==> config.mk <==
export PLATFORM = sky130hd
export DESIGN_NAME = time_set_ctrl
export DESIGN_NICKNAME = d
export VERILOG_FILES = /design/src/rtl/time_set_ctrl_pkg.sv /design/src/rtl/time_set_ctrl_debounce.sv /design/src/rtl/time_set_ctrl.sv
export SDC_FILE = /design/constraint.sdc
export NUM_CORES = 1
export LEC_CHECK = 0
export CAP_MARGIN = 20
export CORE_MARGIN = 3
export CORE_UTILIZATION = 45
export CTS_BUF_LIST = sky130_fd_sc_hd__clkbuf_8
export DETAILED_ROUTE_END_ITERATION = 6
export PLACE_DENSITY = 0.67
export SLEW_MARGIN = 20
export SYNTH_ARGS = -nofsm -noshare
export SYNTH_HDL_FRONTEND = slang
export SYNTH_SLANG_ARGS = --single-unit
==> constraint.sdc <==
create_clock -name clk -period 2.94 [get_ports clk]
set_clock_uncertainty 0.2 [all_clocks]
set_input_delay 0.735 -clock clk [delete_from_list [all_inputs] [get_ports clk]]
set_output_delay 0.735 -clock clk [all_outputs]
set_load 0.01 [all_outputs]
==> src/rtl/time_set_ctrl_pkg.sv <==
`default_nettype none
// ============================================================================
// Module  : time_set_ctrl_pkg
// Purpose : Shared definitions for the time-entry controller: FSM state
//           encodings, per-field BCD maxima and BCD packing offsets of the
//           24-bit {HH,MM,SS} time word.
// Ports   : none (package)
// Rev     : 1.0  initial release
// ============================================================================
package time_set_ctrl_pkg;

    typedef enum logic [2:0] {
        ST_RUN    = 3'd0,
        ST_SET_H  = 3'd1,
        ST_SET_M  = 3'd2,
        ST_SET_S  = 3'd3,
        ST_COMMIT = 3'd4
    } state_e;

    localparam logic [7:0] HOUR_MAX   = 8'h23;
    localparam logic [7:0] MINSEC_MAX = 8'h59;

    // LSB position of each two-digit BCD field inside the 24-bit time word
    localparam int HOUR_LSB = 16;
    localparam int MIN_LSB  = 8;
    localparam int SEC_LSB  = 0;

endpackage : time_set_ctrl_pkg
`default_nettype wire

==> src/rtl/time_set_ctrl_debounce.sv <==
`default_nettype none
// ============================================================================
// Module  : btn_debounce
// Purpose : Raw push-button conditioner. Two-flop synchroniser, then a
//           stability counter: the synchronised level must differ from the
//           accepted level for DEBOUNCE_CYCLES consecutive samples before it
//           is accepted. A one-cycle pulse fires when a high level is
//           accepted, so holding gives no repeat and a release has to be
//           stable before another press can count.
// Ports   : clk      in  system clock
//           rst      in  synchronous active-high reset
//           i_btn    in  raw button level, active-high
//           o_pulse  out one-cycle pulse on accepted press
// Rev     : 1.0  initial release
// ============================================================================
module btn_debounce #(
    parameter logic [15:0] DEBOUNCE_CYCLES = 16'd50000
) (
    input  logic clk,
    input  logic rst,
    input  logic i_btn,
    output logic o_pulse
);

    logic        sync1_q,  sync1_d;
    logic        sync2_q,  sync2_d;
    logic        stable_q, stable_d;
    logic        pulse_q,  pulse_d;
    logic [15:0] cnt_q,    cnt_d;

    always_comb begin
        sync1_d  = i_btn;
        sync2_d  = sync1_q;
        stable_d = stable_q;
        pulse_d  = 1'b0;
        cnt_d    = 16'd0;
        // Any sample agreeing with the accepted level restarts the count
        if (sync2_q != stable_q) begin
            if (({1'b0, cnt_q} + 17'd1) >= {1'b0, DEBOUNCE_CYCLES}) begin
                stable_d = sync2_q;
                pulse_d  = sync2_q;
            end else begin
                cnt_d = cnt_q + 16'd1;
            end
        end
    end

    always_ff @(posedge clk) begin
        if (rst) begin
            sync1_q  <= 1'b0;
            sync2_q  <= 1'b0;
            stable_q <= 1'b0;
            pulse_q  <= 1'b0;
            cnt_q    <= 16'd0;
        end else begin
            sync1_q  <= sync1_d;
            sync2_q  <= sync2_d;
            stable_q <= stable_d;
            pulse_q  <= pulse_d;
            cnt_q    <= cnt_d;
        end
    end

    assign o_pulse = pulse_q;

endmodule : btn_debounce
`default_nettype wire

==> src/rtl/time_set_ctrl.sv <==
`default_nettype none
// ============================================================================
// Module  : time_set_ctrl
// Purpose : Button-driven HH:MM:SS time entry. A mode press captures the
//           running time, further mode presses step hour -> minute ->
//           second -> commit; inc/dec edit the selected BCD field with
//           wrap-around. Commit issues a one-cycle load of the edited time.
// Ports   : clk         in   system clock
//           rst         in   synchronous active-high reset
//           btn_mode    in   raw mode button
//           btn_inc     in   raw increment button
//           btn_dec     in   raw decrement button
//           cur_time    in   running time, 6 x 4-bit BCD {HH,MM,SS}
//           set_active  out  high while editing (counters hold)
//           load        out  one-cycle strobe, counters take set_time
//           set_time    out  edited time, same packing as cur_time
//           blink_mask  out  {hour,min,sec}, 1 = blank field this half-period
// Rev     : 1.0  initial release
// ============================================================================
module time_set_ctrl
    import time_set_ctrl_pkg::*;
#(
    parameter logic [15:0] DEBOUNCE_CYCLES = 16'd50000,
    parameter logic [23:0] BLINK_DIV       = 24'd250000
) (
    input  logic        clk,
    input  logic        rst,
    input  logic        btn_mode,
    input  logic        btn_inc,
    input  logic        btn_dec,
    input  logic [23:0] cur_time,
    output logic        set_active,
    output logic        load,
    output logic [23:0] set_time,
    output logic [2:0]  blink_mask
);

    // Step a two-digit BCD field by one with wrap. An out-of-range or
    // non-BCD value is replaced by 00 (up) or the field max (down).
    function automatic logic [7:0] bcd_field_step(input logic [7:0] val,
                                                  input logic [7:0] max_val,
                                                  input logic       up);
        logic       valid;
        logic [7:0] res;
        valid = (val[7:4] <= 4'd9) && (val[3:0] <= 4'd9) && (val <= max_val);
        if (up) begin
            if (!valid || (val == max_val))  res = 8'h00;
            else if (val[3:0] == 4'd9)       res = {val[7:4] + 4'd1, 4'd0};
            else                             res = {val[7:4], val[3:0] + 4'd1};
        end else begin
            if (!valid || (val == 8'h00))    res = max_val;
            else if (val[3:0] == 4'd0)       res = {val[7:4] - 4'd1, 4'd9};
            else                             res = {val[7:4], val[3:0] - 4'd1};
        end
        return res;
    endfunction

    logic w_mode, w_inc, w_dec, w_step, w_restart, w_editing;

    btn_debounce #(.DEBOUNCE_CYCLES(DEBOUNCE_CYCLES)) u_dbn_mode (
        .clk(clk), .rst(rst), .i_btn(btn_mode), .o_pulse(w_mode)
    );
    btn_debounce #(.DEBOUNCE_CYCLES(DEBOUNCE_CYCLES)) u_dbn_inc (
        .clk(clk), .rst(rst), .i_btn(btn_inc), .o_pulse(w_inc)
    );
    btn_debounce #(.DEBOUNCE_CYCLES(DEBOUNCE_CYCLES)) u_dbn_dec (
        .clk(clk), .rst(rst), .i_btn(btn_dec), .o_pulse(w_dec)
    );

    state_e      state_q,     state_d;
    logic [23:0] set_time_q,  set_time_d;
    logic [23:0] blink_cnt_q, blink_cnt_d;
    logic        blink_q,     blink_d;

    // inc and dec together cancel; mode takes priority over either
    assign w_step    = w_inc ^ w_dec;
    assign w_editing = (state_q == ST_SET_H) || (state_q == ST_SET_M) ||
                       (state_q == ST_SET_S);

    always_comb begin
        state_d    = state_q;
        set_time_d = set_time_q;
        w_restart  = 1'b0;
        case (state_q)
            ST_RUN: begin
                if (w_mode) begin
                    state_d    = ST_SET_H;
                    set_time_d = cur_time;
                    w_restart  = 1'b1;
                end
            end
            ST_SET_H, ST_SET_M, ST_SET_S: begin
                if (w_mode) begin
                    w_restart = 1'b1;
                    case (state_q)
                        ST_SET_H: state_d = ST_SET_M;
                        ST_SET_M: state_d = ST_SET_S;
                        default:  state_d = ST_COMMIT;
                    endcase
                end else if (w_step) begin
                    w_restart = 1'b1;
                    case (state_q)
                        ST_SET_H: set_time_d[HOUR_LSB +: 8] =
                            bcd_field_step(set_time_q[HOUR_LSB +: 8], HOUR_MAX, w_inc);
                        ST_SET_M: set_time_d[MIN_LSB +: 8] =
                            bcd_field_step(set_time_q[MIN_LSB +: 8], MINSEC_MAX, w_inc);
                        default:  set_time_d[SEC_LSB +: 8] =
                            bcd_field_step(set_time_q[SEC_LSB +: 8], MINSEC_MAX, w_inc);
                    endcase
                end
            end
            ST_COMMIT: state_d = ST_RUN;
            default:   state_d = ST_RUN;
        endcase
    end

    // Blink phase: restarts visible on any field change or edit so the
    // user always sees the new value immediately.
    always_comb begin
        blink_cnt_d = blink_cnt_q;
        blink_d     = blink_q;
        if (!w_editing || w_restart) begin
            blink_cnt_d = 24'd0;
            blink_d     = 1'b0;
        end else if (blink_cnt_q >= (BLINK_DIV - 24'd1)) begin
            blink_cnt_d = 24'd0;
            blink_d     = ~blink_q;
        end else begin
            blink_cnt_d = blink_cnt_q + 24'd1;
        end
    end

    always_ff @(posedge clk) begin
        if (rst) begin
            state_q     <= ST_RUN;
            set_time_q  <= 24'h000000;
            blink_cnt_q <= 24'd0;
            blink_q     <= 1'b0;
        end else begin
            state_q     <= state_d;
            set_time_q  <= set_time_d;
            blink_cnt_q <= blink_cnt_d;
            blink_q     <= blink_d;
        end
    end

    assign set_active = (state_q != ST_RUN);
    assign load       = (state_q == ST_COMMIT);
    assign set_time   = set_time_q;
    assign blink_mask = {blink_q && (state_q == ST_SET_H),
                         blink_q && (state_q == ST_SET_M),
                         blink_q && (state_q == ST_SET_S)};

endmodule : time_set_ctrl
`default_nettype wire

Word-level counts from Yosys, hierarchy flattened
Index checks and enable logic that the tools add are counted.
- output and inout bits: 29
- register bits: 112
- input bits: 29
- word-level logic and storage cells: 171
- bitwise operators: 8
- reduce and logical (&&, ||, !) cells: 51
- $lt $le $gt $ge: 13
- equal/unequal tests: 26
- $add $sub $neg: 19
- muxes and demuxes: 30
- operators by type and width (cell ; number):
    $mux W8 ; 18
    $mux W24 ; 3
    $add A16 B1 Y17 const B ; 3
    $ge A17 B16 Y1 const B ; 3
    $add A16 B1 Y16 const B ; 3
    $pmux W24 S2 ; 1
    $add A24 B1 Y24 const B ; 1
    $add A4 B1 Y4 const B ; 6
    $ge A24 B18 Y1 const B ; 1
    $le A4 B4 Y1 const B ; 6
    $logic_not A8 Y1 ; 3
    $reduce_or A3 Y1 ; 8
    $sub A4 B1 Y4 const B ; 6
    $reduce_and A7 Y1 ; 3
    $eq A8 B7 Y1 const B ; 2
    $le A8 B7 Y1 const B ; 2
    $reduce_and A5 Y1 ; 3
    $eq A4 B4 Y1 const B ; 3
    $logic_not A4 Y1 ; 3
    $ne A4 B3 Y1 const B ; 3
    $ne A4 B4 Y1 const B ; 3
    $pmux W3 S2 ; 2
    $ne A2 B2 Y1 const B ; 5
    $logic_and A1 B1 Y1 ; 9
    19 further kinds ; 47

Longest topological paths before layout
Gate-level depths: netlist of the first run.
- depth after elaboration: 11
- gate-level depth with buffers: 11
- depth with buffers taken out: 9

Cells and area by module
A second synthesis of the first run with hierarchy kept.
- cell total of the unflattened synthesis: 849
- area total of the unflattened synthesis: 7084.3 sq um
- by module, submodules not included (module ; times used ; cells each ; area each (sq um) ; sequential area each (sq um)):
    time_set_ctrl ; 1 ; 474 ; 3585.9 ; 1041.0
    btn_debounce ; 3 ; 125 ; 1166.1 ; 400.4

Worst setup path before layout of the first run
Ideal clock, no wire load.
- path kind: reg2reg
- start point: register u_dbn_dec.cnt_q[0]
- end point: register u_dbn_dec.cnt_q[10]
- required time: 2.676 ns
- period minus slack after synthesis: 2.801 ns
- stages on the path, launching flop included: 10
- setup time: 0.064 ns
- arrival: 2.537 ns
- buffers on the path: 2
- path slack: 0.139 ns
- cells stage by stage: dfxtp_1 -> ha_1 -> nand3_1 -> nor3_1 -> mux2_2 -> o32a_1 -> or3_1 -> buf_2 -> buf_6 -> nor2_1
- word-level cells in the longest chain between the ends: 3
- ends and longest elaborated chain (what ; line ; source):
    start: declaration ; time_set_ctrl_debounce.sv:29 ; logic [15:0] cnt_q, cnt_d;
    start signal: assignment ; time_set_ctrl_debounce.sv:60 ; cnt_q <= cnt_d;
    $add A16 B1 Y17 ; time_set_ctrl_debounce.sv:39 ; if (({1'b0, cnt_q} + 17'd1) >= {1'b0, DEBOUNCE_CYCLES}) begin
    $ge A17 B16 Y1 ; time_set_ctrl_debounce.sv:39 ;
    $reduce_or A3 Y1 (no line) ; n/a ;
Several ways; a longest one is shown, not always the timed one.
A chain may end at the register's enable or synchronous reset.

Worst setup path in the final report of the first run
- start point: register state_q[2]
- end point: output port load
- word-level cells in the longest chain between the ends: 1
- ends and longest elaborated chain (what ; line ; source):
    start: declaration ; time_set_ctrl.sv:70 ; state_e state_q, state_d;
    start signal: assignment ; time_set_ctrl.sv:140 ; state_q <= state_d;
    $eq A3 B3 Y1 ; time_set_ctrl.sv:148 ; assign load = (state_q == ST_COMMIT);
    end: declaration ; time_set_ctrl.sv:33 ; output logic load,
Every way passes these cells.

==> results of run 1 <==
state kept, by name (all words and copies together), names as in the netlist:
register             flops
u_dbn_dec.sync2_q        1
u_dbn_dec.o_pulse        1
state_q                  3
u_dbn_inc.stable_q       1
blink_q                  1
u_dbn_inc.sync2_q        1
u_dbn_mode.cnt_q        16
u_dbn_mode.o_pulse       1
set_time                24
u_dbn_dec.stable_q       1
u_dbn_dec.sync1_q        1
u_dbn_mode.sync2_q       1
u_dbn_inc.sync1_q        1
blink_cnt_q             24
u_dbn_dec.cnt_q         16
u_dbn_inc.cnt_q         16
u_dbn_mode.stable_q      1
u_dbn_mode.sync1_q       1
u_dbn_inc.o_pulse        1
cell type report:
class	instances	area, um2
multi-input cells	627	3890
flip-flops and latches	112	2240
well taps	176	220
repair buffers	72	683
fillers	1274	6220
clock buffers	9	124
clock inverters	6	45.0
inverters	20	75.1
metal layers:
| metal | routed length (um) | share of wire |
|---|---|---|
| met1 | 6990 | 0.48 |
| met4 | 178 | 0.012 |
| met2 | 6710 | 0.46 |
| met3 | 591 | 0.041 |
| met5 | 0 | 0 |
cell families after synthesis:
kind of cell	after synthesis	synth area share
XOR/XNOR	74	0.102
flip-flops	112	0.354
AND/OR/NAND/NOR	356	0.279
AO/OA/AOI/OAI	163	0.173
buffers and inverters	61	0.0406
other	1	0.000591
multiplexers	11	0.0176
adder cells (fa/ha/maj)	17	0.0335
what timing repair did:
action	4_1_cts	5_1_grt
gates resized for setup	0	7
buffers inserted	0	0
endpoints found under the setup margin	0	30
endpoints found under the hold margin	0	0
layout by cell type, fill, tap and decap left out, types with 7 or more instances in the layout:
cell and instances:
sky130_fd_sc_hd__nor2b_1 10, sky130_fd_sc_hd__a22oi_1 11, sky130_fd_sc_hd__mux2i_1 10, sky130_fd_sc_hd__a21o_1 7
sky130_fd_sc_hd__or3_1 8, sky130_fd_sc_hd__o31ai_1 7, sky130_fd_sc_hd__nor3_1 20, sky130_fd_sc_hd__a21oi_1 27
sky130_fd_sc_hd__inv_1 21, sky130_fd_sc_hd__nand4_1 7, sky130_fd_sc_hd__nand2_1 66, sky130_fd_sc_hd__and3_1 17
sky130_fd_sc_hd__nor2_1 127, sky130_fd_sc_hd__clkbuf_8 9, sky130_fd_sc_hd__o21ai_0 44, sky130_fd_sc_hd__xnor2_1 38
sky130_fd_sc_hd__nand3_1 41, sky130_fd_sc_hd__a211oi_1 11, sky130_fd_sc_hd__ha_1 17, sky130_fd_sc_hd__buf_4 15
sky130_fd_sc_hd__nor4_1 10, sky130_fd_sc_hd__dfxtp_1 111, sky130_fd_sc_hd__clkdlybuf4s50_1 57, sky130_fd_sc_hd__nand2b_1 11
sky130_fd_sc_hd__xor2_1 36, sky130_fd_sc_hd__a311oi_1 12
power breakdown:
| part | switching [mW] | total (mW) | leakage, nW | internal (mW) |
|---|---|---|---|---|
| Sequential | 0.00427 | 1.53 | 0.906 | 1.53 |
| Combinational | 0.0326 | 0.0803 | 1.43 | 0.0477 |
| Clock | 0.545 | 0.853 | 0.0835 | 0.309 |
| Total | 0.581 | 2.46 | 2.42 | 1.88 |
worst max-delay path by stage:
stage                                  start                        endpoint  depth (start not counted)
2_1_floorplan  u_dbn_dec.cnt_q[0]$_SDFF_PP0_  u_dbn_dec.cnt_q[10]$_SDFF_PP0_                          9
3_3_place_gp   u_dbn_dec.cnt_q[0]$_SDFF_PP0_   u_dbn_dec.cnt_q[0]$_SDFF_PP0_                          7
3_5_place_dp   u_dbn_dec.cnt_q[0]$_SDFF_PP0_   u_dbn_dec.cnt_q[8]$_SDFF_PP0_                          7
4_1_cts        u_dbn_dec.cnt_q[0]$_SDFF_PP0_   u_dbn_dec.cnt_q[1]$_SDFF_PP0_                          7
5_1_grt              state_q[2]$_SDFFE_PP0P_                            load                          2
6_report             state_q[2]$_SDFFE_PP0P_                            load                          2
metrics by stage:
step	area [um2]	power, mW	util	worst slack [ns]
finish	7280	2.46	0.539	0.0951
CTS	7250	2.50	0.537	0.00632
global placement	7080	1.64	0.525	0.174
detailed placement	7080	1.64	0.525	0.0291
floorplan	6360	1.60	-	0.139
global route	7280	2.56	0.539	0.000489
==> impl.org, run 1 <==
** Status
- The run finished with clean final reports.

** Floorplanning
- Die Outline Area :: between 15,000 and 20,000 um2
- From left edge to right edge, the die measures ~120 um.
- Number of ports placed on the die boundary :: 58
- After floorplanning, the core was sized to cover 13,500 um2.
- Initial core utilization :: 0.470
- Measured along the y axis, the die boundary spans between 100 and 150 um.
- Row generation in the floorplan step produced 42 rows.

** Pwr
- Power spread over the standard cell area amounts to roughly 340 nW/um2.
- The analysis attributes to cell leakage a power of 2.42 nW.
- Across the VDD grid, the largest voltage drop is 232 uV.

** Global routing
- The initial antenna violation count was 0.
- Global-route wire length before repair :: 24,800 um
- Busiest layer in global routing :: met2
- Met1 demand-to-capacity share in global routing :: 0.244
- For this run, global-route usage on met2 was measured as 0.301.
- Number of global-route vias before repair :: 5,432
- Largest net degree at the start of global routing :: 30
- Aggregate global-route resource usage :: 0.185
- Met3 Track Usage GR :: 0.0429
- After global routing the overflow that remains totals 0.

** Place
- PortBufs :: 57
- Including well taps, the total number of placed cells is around 1,000.
- Final weighted congestion in routability-driven placement :: 0.892
- After legalization and detailed placement, the total HPWL measured 10,300 um.

** Critical path
- Maximum net fanout on the critical path :: 11
- Critical R2R Capture :: u_dbn_dec.cnt_q[10]$_SDFF_PP0_
- STA classifies the critical path endpoint as a primary output.
- On the worst path, the slowest cell contributes a delay of slightly above 0.6 ns.
- Slowest-stage cell, CP :: sky130_fd_sc_hd__clkdlybuf4s50_1
- Worst setup slack for register-to-register paths :: 0.18 ns
- Endpoint arrival time on the critical path :: 1.91 ns
- Startpoint of the worst register-to-register path :: u_dbn_dec.cnt_q[0]$_SDFF_PP0_
- The critical path goes through nor3b_1, clkdlybuf4s50_1.
- Data on the critical path is required at its endpoint by between 2 and 2.5 ns.
- Crit start category :: flip-flop
- Counting both buffers and inverters, the worst setup path holds a total of 1.
- Type of the worst setup path :: reg2out
- The cell family contributing the most delay on the critical path is buffers and inverters.
- The worst register-to-register path has a depth of 7.

** Route
- Average wire length per cell after detail routing :: 14.2 um
- The first detailed-routing pass took 5 iterations.
- Detailed-route vias per instance :: 5.59
- The count of nets left with antenna violations once routing finished came out at 0.
- Total Wirelength :: 14,500 um
- Vias :: ~5,700
- Number of remaining DRC errors :: 0
- For this block, the initial DRC count from the detailed router was 313.

** CTS
- Clk sinks :: 112
- Worst-case clock buffer depth :: 2
- TritonCTS built the clock tree.
- The root buffer cell chosen for the clock tree is sky130_fd_sc_hd__clkbuf_8.
- At the later pin of the worst-skew pair, clock insertion delay measures 0.38 ns.
- After clock tree synthesis, the clock-pin slew on the worst setup and hold paths is 0.11 ns.
- TritonCTS created 9 clock buffers.
- Depth of the CTS H-tree :: 3
- Cts hold-fix bufs :: 0

** Layout
- The area growth from synthesis to layout is 14.9%.
- Non-filler instance count after layout :: 1,022
- Of the cells placed in the final design, the portion with a size suffix greater than 1 is 0.0591.
- The repair_antennas step left the layout with diodes totalling 0.
- Total number of nets in the final design :: 888

** STA
- Number of setup violations in the final report :: 0
- Dividing the final minimum period by the clock period gives 0.968.
- Final worst path period need :: 2.84 ns
- Maximum clock frequency :: ~350 MHz
- Unrepaired setup endpoints after global routing :: false
- Final hold violation count :: 0
- Setup TNS :: 0 ns
- For the pin with the worst max-slew slack, the measured transition is 0.649 ns.
- The number of max-slew violations in the final report came to 0.
- Final hold analysis gives a worst-case slack of 0.249 ns.
- Remaining max-slew budget at the tightest pin :: 0.567

** Hold path
- The path with the worst hold slack has its endpoint at u_dbn_dec.sync2_q$_SDFF_PP0_.
- The worst hold path belongs to the class reg2reg.
- Hold Path Cell Cnt :: 1
- In this run the most critical hold path is launched from u_dbn_dec.sync1_q$_SDFF_PP0_.

** Logic synthesis
- Count leader, synth :: sky130_fd_sc_hd__nor2_1
- Ys async rst share :: 0
- Count of unique library cells instantiated by Yosys :: 70
- Post-Synthesis Mean Instance Area :: 7.98 um2
- Post-synth top area cell :: sky130_fd_sc_hd__dfxtp_1
- Number of synthesized register bits :: 112
- The mapped netlist covers 6340 um2.
- Number of synthesis warnings :: 0
- Share of synthesized area occupied by flip-flops and latches :: 0.354
- For this run, the leading register cell type out of synthesis is sky130_fd_sc_hd__dfxtp_1.
- Area share of the largest cell type after synthesis :: 0.354
- Synth Instances :: 795
- The synthesized design contains 0 enable-type register cells.
- Top cells by area, synth :: sky130_fd_sc_hd__dfxtp_1 (35%), sky130_fd_sc_hd__nor2_1 (7.5%), sky130_fd_sc_hd__xnor2_1 (5.2%), sky130_fd_sc_hd__xor2_1 (5.0%), sky130_fd_sc_hd__nand2_1 (3.9%)
- Leading post-synthesis cells by instance count :: sky130_fd_sc_hd__nor2_1 (127), sky130_fd_sc_hd__dfxtp_1 (112), sky130_fd_sc_hd__nand2_1 (66)

** Flow run
- Maximum capacitance violations :: 0
Power figures use the tool's default switching activity.
==> run 2: changes to the inputs <==
- ABC_AREA: unset -> 1
- SLEW_MARGIN: 20 -> unset
==> run 2 against run 1 <==
Against the previous run:
- routed wire length fell by 3.5%
- hold slack got worse by 0.048 ns
- largest power group unchanged
- global-route usage down 0.41 points
- die area increased by 2.4%
- fmax is 0.44% higher
- setup slack better by 0.013 ns
- non-clock buffer count shrank 10
- area after synthesis increased by 2.5%
- count of clock-buffer cells in the layout rose by 1
- combinational power grew 0.7%
- critical path depth up 2
- utilization fell by 0.62 points
==> impl.org, run 2 <==
** Status
- The flow ran to the end, and the final reports show no timing, DRC or antenna violations.

** Hold path
- For hold timing, the worst endpoint is u_dbn_mode.sync2_q$_SDFF_PP0_.
- Hold Path Cell Cnt :: 2 (+1)
- The startpoint identified for the worst hold timing path is u_dbn_mode.sync1_q$_SDFF_PP0_.
- The path class of the tightest hold or removal check is reg2reg.

** Critical path
- Grouping stages by cell kind, the critical path spends the most delay in buffers and inverters.
- The worst path buffer plus inverter count came to 2 (+1).
- R2R cell count :: 7 (unchanged)
- The worst setup path is launched from a flip-flop.
- Slowest-stage cell, CP :: sky130_fd_sc_hd__clkdlybuf4s50_1
- The startpoint identified for the worst register-to-register timing path is state_q[1]$_SDFFE_PP0P_.
- The worst stage delay on the critical path is 0.58 ns (-0.03 ns).
- Endpoint arrival time on the critical path :: 1.90 ns (about the same)
- Most common cell type on the critical path :: sky130_fd_sc_hd__nor2_1
- The signal on the critical path passes through nor2_1, inv_1, nor2_1, clkdlybuf4s50_1.
- Worst setup slack for register-to-register paths :: 0.56 ns (+0.38 ns)
- Critical R2R Capture :: blink_cnt_q[4]$_SDFF_PP0_
- The data required time of the worst path was 2.01 ns (about the same).
- Type of the worst setup path :: reg2out
- STA classifies the critical path endpoint as a primary output.
- Maximum net fanout on the critical path :: 6 (-5)

** Route
- Number of remaining DRC errors :: 0 (unchanged)
- Vias :: 5,944 (+4.1%)
- Total Wirelength :: 14,000 um (-3.5%)
- Number of optimization iterations in the first detailed-route pass :: 5 (unchanged)
- The residual antenna-violating net count after detailed routing was 0 (unchanged).
- The detailed router's first-iteration violation count was 423 (+35%).
- Detailed-route vias per instance :: 4.77 (-15%)
- Average wire length per cell after detail routing :: 11.2 um (-21%)

** Layout
- Leaving out fill and tap cells, the most frequent cell in the layout is sky130_fd_sc_hd__nand2_1.
- Filler Cell Count :: 1,424 (+12%)
- The fraction of layout instances using a drive strength above 1 came to 0.0553 (-0.00375).
- The post-route core utilization was 0.533 (-0.00619).
- Total number of nets in the final design :: 1,107 (+25%)
- Diodes inserted :: 0 (unchanged)
- The synthesis-to-finish area growth came to 14.8% (about the same).
- Top library cells by usage in the layout, fill and taps aside :: sky130_fd_sc_hd__nand2_1 (239), sky130_fd_sc_hd__nor2_1 (179), sky130_fd_sc_hd__inv_1 (146), sky130_fd_sc_hd__dfxtp_1 (112), sky130_fd_sc_hd__nand3_1 (68)
- Post-route cell area :: 7460 um2 (+2.4%)

** CTS
- The clock-pin slew on the worst setup and hold paths came to 0.11 ns (about the same).
- The CTS buffer count was 9 (unchanged).
- The CTS H-tree depth is 3 (unchanged).
- Worst-case clock buffer depth :: 2 (unchanged)
- The worst-skew pair later-pin latency came to 0.38 ns (about the same).
- Library cell used as clock root buffer :: sky130_fd_sc_hd__clkbuf_8
- The setup fix buffers added after clock tree synthesis came to 0 (unchanged).
- Cts hold-fix bufs :: 0 (unchanged)
- The number of gates resized after cts came to 0 (unchanged).
- TritonCTS clock tree :: done
- The TritonCTS sink count was 112 (unchanged).

** Global routing
- Largest net degree at the start of global routing :: 20 (-33%)
- The via count of the first global-routing pass was 5,430 (-0.037%).
- The initial antenna violation count was 0 (unchanged).
- The met1 track demand over resource was 0.246 (+0.00201).
- The global-route met3 utilization is 0.0466 (+0.00377).
- The global routing stage identified its most utilized layer as met2.
- The total global routing track utilization is 0.181 (-0.00407).
- Routing usage on met2 :: 0.293 (-0.00856)
- Global-route wire length before repair :: 24,300 um (-2.1%)
- Aggregate global routing overflow :: 0 (unchanged)

** Logic synthesis
- Post-Synthesis Mean Instance Area :: 6.52 um2 (-18%)
- Netlist Area Pre-Place :: 6500 um2 (+2.5%)
- The number of instances in the synthesized netlist came to 997 (+25%).
- Number of synthesis warnings :: 0 (unchanged)
- Count leader, synth :: sky130_fd_sc_hd__nand2_1
- Leading post-synthesis cells by instance count :: sky130_fd_sc_hd__nand2_1 (239), sky130_fd_sc_hd__nor2_1 (180), sky130_fd_sc_hd__inv_1 (146)
- Yosys attributes the largest share of cell area to sky130_fd_sc_hd__dfxtp_1 (35%), sky130_fd_sc_hd__nand2_1 (14%), sky130_fd_sc_hd__nor2_1 (10%), sky130_fd_sc_hd__inv_1 (8.4%), sky130_fd_sc_hd__nand3_1 (5.2%).
- Post-synth top area cell :: sky130_fd_sc_hd__dfxtp_1
- The fraction of post-synthesis cell area in the top cell type by area is 0.345 (-0.00858).
- The number of distinct standard cells referenced by the synthesized netlist came to 46 (-34%).
- Number of synthesized register bits :: 112 (unchanged)
- Ys async rst share :: 0 (unchanged)
- The fraction of the yosys area taken by sequential cells came to 0.345 (-0.00858).
- Dominant synthesized flop cell :: sky130_fd_sc_hd__dfxtp_1
- Number of synthesized flops with an enable pin :: 0 (unchanged)

** STA
- Period utilization :: 0.963 (-0.00429)
- Final worst path period need :: 2.83 ns (-0.0126 ns)
- Unrepaired setup endpoints after global routing :: false
- The total of endpoints with negative setup slack in the final report is 0 (unchanged).
- Final hold violation count :: 0 (unchanged)
- Setup TNS :: 0 ns (unchanged)
- The worst-case headroom to the max-slew limit was 0.648 (+0.0805).
- Maximum clock frequency :: 353 MHz (+0.44%)
- Pins Over Slew Limit :: 0 (unchanged)
- The slew at the pin closest to its max-slew limit came to 0.524 ns (-0.125 ns).

** Pwr
- Power Dens Cells :: 335 nW/um2 (-1.0%)
- Tot Pwr :: 2.50 mW (+1.3%)
- The reported leakage power was 3.11 nW (+28%).
- Peak supply drop :: 364 uV (+57%)

** Floorplanning
- The x dimension of the die came to 126 um (+1.2%).
- Initial core utilization :: 0.465 (-0.00494)
- Number of standard-cell rows in the floorplan :: 43 (+2.4%)
- Die H :: 126 um (+1.2%)
- The floorplan core area was 14,000 um2 (+3.6%).
- The die footprint is 15,900 um2 (+2.4%).
- Number of ports placed on the die boundary :: 58 (unchanged)

** Place
- Placed standard-cell area :: 7270 um2 (+2.6%)
- Total half-perimeter wirelength after legalization and detailed placement :: 10,600 um (+2.3%)
- The weighted congestion at the end of routability-driven global placement is 0.886 (-0.76%).
- The count of input and output buffers came to 57 (unchanged).

** Flow run
- Maximum capacitance violations :: 0 (unchanged)
-- run 2: cell types whose count changed after synthesis, sizes merged, moves of 10 or more --
cell / previous run / this run
nand2: 66 / 244
inv: 20 / 151
nor2: 127 / 190
nand3: 41 / 73
xnor2: 38 / 11
clkbuf: 28 / 6
nand4: 9 / 30
and3: 17 / 1
a211oi: 12 / 0
a311oi: 12 / 0
a22oi: 11 / 0
nand2b: 11 / 0
mux2i: 10 / 0
-- run 2: cell families (layout without fill, tap and decap cells) --
kind of cell               count (synthesis)  in the layout  synth area share
buffers and inverters                    166            230             0.101
and+or+nand+nor                          571            571             0.391
AOI/OAI and AO/OA                         91             91            0.0755
DFF                                      112            112             0.345
adders and majority gates                 17             17            0.0327
xor gates and xnor gates                  39             39            0.0537
other                                      1              6          0.000577
-- run 2: through the flow --
stage | hold WS [ns] | cells | setup WS, ns
2_1_floorplan | 0.188 | 1002 | 0.959
3_3_place_gp | 0.192 | 1230 | 0.266
3_5_place_dp | 0.200 | 1230 | 0.250
4_1_cts | 0.208 | 1246 | 0.0974
5_1_grt | 0.231 | 1246 | 0.00475
6_report | 0.202 | 1246 | 0.108
-- run 2: worst max path at each step --
stage	startpoint	to	slack, ns	cells after the start
after floorplan	u_dbn_dec.cnt_q[0]$_SDFF_PP0_	u_dbn_dec.cnt_q[7]$_SDFF_PP0_	0.96	13
after global placement	rst	blink_cnt_q[4]$_SDFF_PP0_	0.27	4
after detailed placement	rst	blink_cnt_q[4]$_SDFF_PP0_	0.25	4
after CTS	state_q[1]$_SDFFE_PP0P_	load	0.1	4
after global routing	state_q[0]$_SDFFE_PP0P_	blink_mask[0]	0.005	5
final	state_q[1]$_SDFFE_PP0P_	load	0.11	4
-- run 2: metal layers --
layer  wire, um  up-vias
met3        545       10
li1           -     3248
met1       6970     2598
met2       6310       88
met5          0        -
met4        142        0
-- run 2: worst min-delay path, delay by kind of cell (launching register included) --
| kind | cells | cell delay (ns) |
|---|---|---|
| flip-flops | 1 | 0.31 |
| AND/OR/NAND/NOR | 1 | 0.03 |
| buffers and inverters | 1 | 0.04 |
-- run 2: power by group --
part	internal (mW)	switching [mW]	total [mW]
logic	0.0456	0.0354	0.0809
registers	1.53	0.00382	1.53
clock network	0.342	0.543	0.886
-- run 2: final cells by class --
type                    instances  area (um2)  area share
repair buffers                 62         611      0.0819
clock buffers                  10         138      0.0185
clock inverters                 6        50.0     0.00671
well taps                     180         225      0.0302
multi-input cells             724        3620       0.485
inverters                     152         572      0.0767
flip-flops and latches        112        2240       0.301
==> run 3: changes to the inputs <==
- PLACE_DENSITY: 0.67 -> unset
- clock period: 2.94 -> 3.2 ns (I/O delays scaled with it)
==> run 3 against run 2 <==
Against the previous run:
- sequential share of layout area about the same
- non-clock buffer count decreased by 1
- final area about the same
- global-route usage about the same
- critical path type unchanged
- largest power group unchanged
- highest routed layer unchanged
==> impl.org, run 3 (synthesis results as in run 2) <==
** Status
- Result of the run :: completed

** Critical path
- Endpoint arrival time on the critical path :: 1.87 ns (-0.03 ns)
- The largest driver fanout on the critical path is 6 (unchanged).
- The critical path is of the reg2out type.
- The internal reg-to-reg setup slack is 0.74 ns (+0.18 ns).
- The data required time of the worst path is 2.20 ns (+0.19 ns).
- Crit start category :: flip-flop
- The worst setup path is captured at a primary output.

** CTS
- The worst-skew pair later-pin latency is 0.39 ns (about the same).
- Clk sinks :: 112 (unchanged)
- The cell sitting at the root of the clock tree is a sky130_fd_sc_hd__clkbuf_8.
- TritonCTS built the clock tree.
- Cts hold-fix bufs :: 0 (unchanged)
- Number of setup buffers added after CTS :: 0 (unchanged)
- The CTS H-tree depth is 3 (unchanged).
- The number of gates resized after cts is 0 (unchanged).
- The clock-pin slew on the worst setup and hold paths is 0.11 ns (about the same).
- The maximum clock insertion buffer count is 2 (unchanged).
- The CTS buffer count was 9 (unchanged).

** STA
- The slew at the pin closest to its max-slew limit was 0.562 ns (+0.0377 ns).
- The worst hold margin came to 0.192 ns (-0.00998 ns).
- Of the available clock period, the critical path in the final layout requires 0.897.
- Worst path setup slack after routing :: 0.330 ns (+0.222 ns)
- The worst-case headroom to the max-slew limit came to 0.625 (-0.0230).
- Maximum clock frequency :: around 350 MHz
- Setup TNS :: 0 ns (unchanged)
- Number of setup violations in the final report :: 0 (unchanged)
- The final-report hold violation count is 0 (unchanged).
- Unrepaired setup endpoints after global routing :: false
- Final worst path period need :: 2.87 ns
- Pins Over Slew Limit :: 0 (unchanged)

** Pwr
- The reported leakage power came to 3.11 nW (-0.29%).
- Power Dens Cells :: 315 nW/um2 (-5.9%)
- Peak supply drop :: 328 uV (-9.8%)

** Floorplanning
- Die Outline Area :: 15,900 um2 (unchanged)
- The initial core utilization was 0.465 (unchanged).
- The vertical die dimension is 126 um (unchanged).
- The I/O pin total was 58 (unchanged).
- Number of standard-cell rows in the floorplan :: 43 (unchanged)
- Width of the die :: 126 um (unchanged)
- Area of the core region :: 14,000 um2 (unchanged)

** Global routing
- The initial antenna violation count came to 0 (unchanged).
- The residual overflow from global routing came to 0 (unchanged).
- Aggregate global-route resource usage :: 0.181 (about the same)
- Number of global-route vias before repair :: 5,439 (+0.17%)
- The wire length of the first global-routing pass is 24,400 um (+0.48%).
- Largest net degree at the start of global routing :: 30 (+50%)

** Hold path
- The path class of the tightest hold or removal check is reg2reg.

** Layout
- Diodes inserted :: 0 (unchanged)
- Total number of nets in the final design :: 1,106 (-0.090%)
- The multi-input logic area is 3620 um2 (about the same).
- The fraction of layout instances using a drive strength above 1 came to 0.0516 (-0.00370).
- Most frequent standard cell in the layout excluding fill and tap cells :: sky130_fd_sc_hd__nand2_1
- Layout overhead on the synthesized area :: 14.7% (about the same)
- The number of fillers in the final layout came to 1,465 (+2.9%).
- Flip-flop and latch area :: 2240 um2 (unchanged)
- In the layout the commonest cells are sky130_fd_sc_hd__nand2_1 (239), sky130_fd_sc_hd__nor2_1 (180), sky130_fd_sc_hd__inv_1 (148), sky130_fd_sc_hd__dfxtp_1 (112), sky130_fd_sc_hd__nand3_1 (68).
- Non-filler instance count after layout :: 1,245 (-0.080%)

** Route
- Number of remaining DRC errors :: 0 (unchanged)
- Total Wirelength :: 14,200 um (+1.4%)
- The via density per instance is 4.79 (+0.40%).
- The number of search-and-repair iterations in the first detailed-routing pass is 5 (unchanged).
- The detailed router's first-iteration violation count came to 324 (-23%).
- The total vias in the final route came to 5,963 (+0.32%).
- Average wire length per cell after detail routing :: 11.4 um (+1.5%)
- The residual antenna-violating net count after detailed routing came to 0 (unchanged).

** Place
- The total placed cells including tap cells came to 1,229 (-0.081%).
- Total half-perimeter wirelength after legalization and detailed placement :: 10,800 um (+2.1%)
- The worst-case setup slack after placement is 0.519 ns (+0.269 ns).
- The weighted congestion at the end of routability-driven global placement is 0.909 (+2.7%).
- The count of input and output buffers came to 57 (unchanged).

** Flow run
- The number of max-capacitance violations reported came to 0 (unchanged).
[run 3: stage by stage]
stage	total power [mW]	instance area (um2)	util
2_1_floorplan	1.47	6520	-
3_3_place_gp	1.51	7260	0.519
3_5_place_dp	1.51	7260	0.519
4_1_cts	2.40	7460	0.533
5_1_grt	2.46	7460	0.533
6_report	2.35	7460	0.533
[run 3: worst max-delay path: stages (launching register included)]
cell and delay, ns:
sky130_fd_sc_hd__dfxtp_1 0.39, sky130_fd_sc_hd__nor2_1 0.23, sky130_fd_sc_hd__inv_1 0.11, sky130_fd_sc_hd__nor2_1 0.19
sky130_fd_sc_hd__clkdlybuf4s50_1 0.57
[run 3: worst paths after layout]
| check | start | to | depth (start not counted) |
|---|---|---|---|
| max reg2reg | state_q[1]$_SDFFE_PP0P_ | set_time[13]$_SDFFE_PP0P_ | 9 |
| max | state_q[1]$_SDFFE_PP0P_ | load | 4 |
| min | u_dbn_inc.sync1_q$_SDFF_PP0_ | u_dbn_inc.sync2_q$_SDFF_PP0_ | 2 |
| min reg2reg | u_dbn_inc.sync1_q$_SDFF_PP0_ | u_dbn_inc.sync2_q$_SDFF_PP0_ | 2 |
[run 3: final cells by class]
class	instances	share of cell area
multi-input cells	724	0.485
flip-flops and latches	112	0.301
repair buffers	61	0.0806
inverters	152	0.0767
well taps	180	0.0302
clock buffers	10	0.0185
clock inverters	6	0.00806
[run 3: routing by layer]
metal / vias to the layer above / global-route usage / part of all wire
met5: - / 0 / 0
met4: 0 / 0.0492 / 0.0097
met3: 12 / 0.0496 / 0.047
met2: 102 / 0.301 / 0.46
met1: 2606 / 0.233 / 0.48
li1: 3243 / - / -
[run 3: power breakdown]
part	leakage (nW)	switching (mW)	total [mW]	internal (mW)
Sequential	0.905	0.00348	1.41	1.40
Combinational	2.09	0.0313	0.0723	0.0410
Clock	0.109	0.490	0.871	0.382
==> edit 1: new RTL, flow settings as in run 3 <==
Change the package constant `MIN_LSB` from 8 to 10.
--- a/src/rtl/time_set_ctrl_pkg.sv
+++ b/src/rtl/time_set_ctrl_pkg.sv
@@ -22,7 +22,7 @@
 
     // LSB position of each two-digit BCD field inside the 24-bit time word
     localparam int HOUR_LSB = 16;
-    localparam int MIN_LSB  = 8;
+    localparam int MIN_LSB  = 10;
     localparam int SEC_LSB  = 0;
 
 endpackage : time_set_ctrl_pkg
Behaviour: same outputs for any inputs over 10 cycles, from zero or initial values and one cycle with rst high; that may be too few to reach the edited logic, so the function may still have changed.
==> edit 1 against run 3 <==
  * Cell area grew 3.2%
  * Routed wire length grew 7.7%
  * Combinational power shrank 8.0%
  * Power grew 3.7%
  * Via count grew 7.3%
  * Setup slack lost 0.15 ns
  * Sequential cell count is the same
  * Synthesized area grew 3.1%
  * Largest power group unchanged
==> edit 1: results (changes against run 3) <==
status: "finished, final reports clean"  # unchanged
hp-class: "reg2reg"  # unchanged
grt_max_degree: 26  # was 30
htreeDepth: 3  # unchanged
slew-limit-headroom_pct: 62.8  # was 62.5%
yosys_warnings: 0  # unchanged
synth_top_cells_by_count: "267 x nand2_1, 176 x nor2_1, 144 x inv_1, 112 x dfxtp_1, 77 x nand3_1"  # was 239 x nand2_1, 180 x nor2_1, 146 x inv_1, 112 x dfxtp_1, 68 x nand3_1
p_leak_nw: 3.19  # was 3.11 nW
grt_pass1_wl_um: 26000  # was 24,400 um
finalNonFillerCells: 1302  # was 1,245
portBuffers: 57  # unchanged
gp_congestion: 0.841  # was 0.909
cts_made_buffers: 9  # unchanged
worstPathArrival_ns: 2.02  # was 1.87 ns
synth.distinct_cells: 40  # was 46
clock_path_buffers: 2  # unchanged
fin_nets: 1163  # was 1,106
grt_pass1_vias: 5743  # was 5,439
worstPathMaxFanout: 6  # unchanged
avgSynthCellArea_um2: 6.36  # was 6.52 um^2
cts_root_buf: "clkbuf_8"  # unchanged
drive_gt1_share_pct: 5.88  # was 5.16%
ir_worst_vdd_mv: 0.194  # was 0.328 mV
vias_per_cell: 4.92  # was 4.79
report.final.slew_viol_count: 0  # unchanged
post_cts_buffers: 0  # unchanged
routed_wl_um: 15300  # was 14,200 um
antenna_found_initial: 0  # unchanged
clkSlewWorstSetupHoldPaths_ns: 0.11  # about the same
synth_seq_area_share_pct: 33.5  # was 34.5%
nFillCells: 1475  # was 1,465
async_reset_ff_share_pct: 0  # unchanged
pre_cts_ws_ns: 0.516  # was 0.519 ns
synth_area_leaders: "dfxtp_1 33%, nand2_1 15%, nor2_1 9.9%"  # was dfxtp_1 35%, nand2_1 14%, nor2_1 10%
first_pass_iters: 5  # unchanged
post_cts_resize_count: 0  # unchanged
post-dp-hpwl_um: 11600  # was 10,800 um
insertion_delay_ns: 0.39  # about the same
track_usage_pct: 19.1  # was 18.1%
placed_cell_area_um2: 7460  # was 7260 um^2
drt_iter0_markers: 317  # was 324
layout_commonest_cell: "nand2_1"  # unchanged
diodes: 0  # unchanged
edit 1: cell types whose count changed after synthesis, moves of 3 or more:
cell | run 3 | this run
xor2_1 | 27 | 16
nor2_1 | 180 | 176
nor2_4 | 6 | 3
nor2_2 | 4 | 18
nor3b_1 | 2 | 5
o31ai_1 | 0 | 3
nor3_1 | 15 | 19
nand2_2 | 4 | 8
nand3b_1 | 2 | 10
nand2_1 | 239 | 267
a21oi_1 | 33 | 46
nand3_1 | 68 | 77
edit 1: worst max-delay path, cell delays in order, from the launching register on:
cell and delay [ns]:
dfxtp_1 0.44, nand2_1 0.10, nor2_1 0.25, inv_1 0.15
nor2_1 0.14, clkdlybuf4s50_1 0.56
edit 1: power by group:
group,total (W),internal (W),switching (W)
registers,0.00141,0.00140,0.00000357
clock network,0.000963,0.000452,0.000511
logic,0.0000665,0.0000376,0.0000290
edit 1: area by class of cell:
| cell class | count | share of cell area, % |
|---|---|---|
| clock inverter | 7 | 1.35 |
| clock buffer | 9 | 1.61 |
| multi-input combinational | 783 | 49.8 |
| tap | 180 | 2.93 |
| timing repair buffer | 62 | 7.91 |
| inverter | 149 | 7.27 |
| sequential | 112 | 29.2 |
edit 1: worst paths after layout:
path	depth (start not counted)	slack, ns	from	end
worst max-delay path	5	0.18	state_q[1]	blink_mask[1]
worst min-delay path	2	0.21	u_dbn_dec.sync1_q	u_dbn_dec.sync2_q
worst max register to register	11	0.85	set_time[16]	set_time[22]
worst min register to register	2	0.21	u_dbn_dec.sync1_q	u_dbn_dec.sync2_q
edit 1: per-stage QoR:
| stage | total power, W | util (%) |
|---|---|---|
| after detailed placement | 0.00150 | 52.5 |
| after floorplan | 0.00146 | - |
| final | 0.00244 | 54.1 |
| after global routing | 0.00254 | 54.1 |
| after CTS | 0.00249 | 54.1 |
| after global placement | 0.00150 | 52.5 |
edit 1: routing by layer:
metal,vias to the layer above,GRT usage [%],wire [um]
met4,0,4.12,110
li1,3468,-,-
met3,10,4.58,694
met2,143,30.5,6800
met1,2780,26.2,7650
met5,-,0,0
edit 1: cell families after synthesis:
family	synth area share (%)
and+or+nand+nor	41.5
buffers and inverters	9.71
DFF	33.5
AOI/OAI and AO/OA	8.29
xor gates and xnor gates	3.79
adders and majority gates	3.17
other	0.0559
==> edit 2: new RTL, flow settings as in run 3 <==
Without the edit above. Encoding of `state_e`: now one-hot (5 bits for 5 states).
--- a/src/rtl/time_set_ctrl_pkg.sv
+++ b/src/rtl/time_set_ctrl_pkg.sv
@@ -9,12 +9,12 @@
 // ============================================================================
 package time_set_ctrl_pkg;
 
-    typedef enum logic [2:0] {
-        ST_RUN    = 3'd0,
-        ST_SET_H  = 3'd1,
-        ST_SET_M  = 3'd2,
-        ST_SET_S  = 3'd3,
-        ST_COMMIT = 3'd4
+    typedef enum logic [4:0] {
+        ST_RUN    = 5'b00001,
+        ST_SET_H  = 5'b00010,
+        ST_SET_M  = 5'b00100,
+        ST_SET_S  = 5'b01000,
+        ST_COMMIT = 5'b10000
     } state_e;
 
     localparam logic [7:0] HOUR_MAX   = 8'h23;
Formal check against the unedited RTL: same outputs for any inputs over 10 cycles, from zero or initial values and one cycle with rst high; not proved beyond that.
==> edit 2 against run 3 <==
  * Routed wire length rose by 3.2%
  * Cell area up 4.7%
  * Die area rose by 2.7%
  * Setup slack lost 0.045 ns
  * Synthesized area rose by 2.8%
  * Utilization rose by 1.7 points
  * Sequential cell count increased by 2
  * Synthesized cell count grew 3.2%
  * Critical endpoint is now blink_mask[2]
Power is not compared: it rests on default switching activity, and its combinational part moved more than twofold at a synthesized area within 25%.
==> edit 2: results (changes against run 3) <==
critical-path-top-delay-family: "simple AND/OR/NAND/NOR gates"  # was buffers and inverters
synth.distinct_cells: 41  # was 46
htreeDepth: 4  # was 3
insertion_delay_ns: 0.44  # was 0.39 ns
r2r-start: "state_q[2]"  # was state_q[1]
first_pass_iters: 5  # unchanged
fin_nets: 1145  # was 1,106
status: "finished, final reports clean"  # unchanged
worstPathArrival_ns: 1.92  # was 1.87 ns
track_usage_pct: 18.4  # was 18.1%
clkSlewWorstSetupHoldPaths_ns: 0.07  # was 0.11 ns
synth_area_leaders: "dfxtp_1 34%, nand2_1 15%, nor2_1 10%"  # was dfxtp_1 35%, nand2_1 14%, nor2_1 10%
min_to: "u_dbn_dec.sync2_q"  # was u_dbn_inc.sync2_q
drt_iter0_markers: 288  # was 324
cts_made_buffers: 17  # was 9
synth_seq_area_share_pct: 34.1  # was 34.5%
wire_per_inst_um: 11.3  # was 11.4 um
synth_top_cells_by_count: "266 x nand2_1, 182 x nor2_1, 132 x inv_1, 114 x dfxtp_1, 71 x nand3_1"  # was 239 x nand2_1, 180 x nor2_1, 146 x inv_1, 112 x dfxtp_1, 68 x nand3_1
synth_mux_area_share_pct: 0  # unchanged
slew-limit-headroom_pct: 60.7  # was 62.5%
reg2reg_depth: 10  # was 9
worstPathMaxFanout: 5  # was 6
drive_gt1_share_pct: 7.85  # was 5.16%
grt_pass1_vias: 5599  # was 5,439
post-dp-hpwl_um: 10900  # was 10,800 um
synth_compound_area_share_pct: 6.33  # was 7.55%
hold_start: "u_dbn_dec.sync1_q"  # was u_dbn_inc.sync1_q
rr_endpoint: "set_time[21]"  # was set_time[13]
report.final.slew_viol_count: 0  # unchanged
vias: 6145  # was 5,963
synthAdderAreaFrac_pct: 3.56  # was 3.27%
grt_max_degree: 25  # was 30
ff2ff_setup_slack_ns: 0.66  # was 0.74 ns
nFillCells: 1459  # was 1,465
synthXorXnorAreaFrac_pct: 4.85  # was 5.37%
grt_pass1_wl_um: 24900  # was 24,400 um
p_leak_nw: 3.25
gp_congestion: 0.860  # was 0.909
[edit 2: logic make-up (layout without fill, tap and decap cells)]
| logic type | after synthesis | after routing |
|---|---|---|
| flip-flops | 114 | 114 |
| other | 1 | 6 |
| AO/OA/AOI/OAI | 78 | 78 |
| buffers and inverters | 155 | 229 |
| adder cells (fa/ha/maj) | 19 | 19 |
| XOR/XNOR | 37 | 37 |
| AND/OR/NAND/NOR | 625 | 625 |
[edit 2: power by group]
group	switching, W	leakage (nW)	internal [W]
combinational	0.00117	2.13	0.000716
clock	0.000581	0.195	0.000739
sequential	0.000164	0.926	0.00155
total	0.00192	3.25	0.00301
[edit 2: worst max path at each step]
stage          cells after the start                from                   to  slack (ns)
2_1_floorplan                     15  u_dbn_inc.cnt_q[0]  u_dbn_inc.cnt_q[12]        1.14
3_3_place_gp                       5                 rst      blink_cnt_q[15]        0.62
3_5_place_dp                       4                 rst      blink_cnt_q[13]        0.57
4_1_cts                            4          state_q[2]        blink_mask[2]        0.22
5_1_grt                            4          state_q[2]        blink_mask[2]        0.11
6_report                           4          state_q[2]        blink_mask[2]        0.28
[edit 2: final cells by class]
cell class	count	area share, %
inverter	140	6.73
multi-input combinational	765	48.7
tap	180	2.89
sequential	114	29.2
clock inverter	10	1.44
clock buffer	20	3.53
timing repair buffer	59	7.50
[edit 2: layer usage]
metal  up-vias  routed length (um)  share of wire, %  GRT usage [%]
met5         -                   0                 0              0
met3        15                 663               4.5           5.42
met4         0                 157               1.1           5.43
met1      2685                7320                50           24.1
li1       3358                   -                 -              -
met2        87                6480                44           29.5
[edit 2: through the flow]
step	worst slack (ns)	hold slack [ns]	area (um^2)	instances	util (%)
after detailed placement	0.567	0.192	7420	1258	52.2
after floorplan	1.14	0.188	6700	1034	-
after CTS	0.223	0.202	7800	1288	55.0
after global placement	0.622	0.192	7420	1258	52.2
final	0.285	0.200	7800	1288	55.0
after global routing	0.109	0.212	7800	1288	55.0
[edit 2: worst reg2reg max path, cell delays in order, from the launching register on]
cell     delay, ns
dfxtp_1       0.32
nor2_1        0.17
nand3_1       0.21
nand3_2       0.33
inv_2         0.28
nand2_2       0.19
nand3_4       0.11
nor2_4        0.19
nand3_2       0.19
nor2_1        0.18
nor2_1        0.07
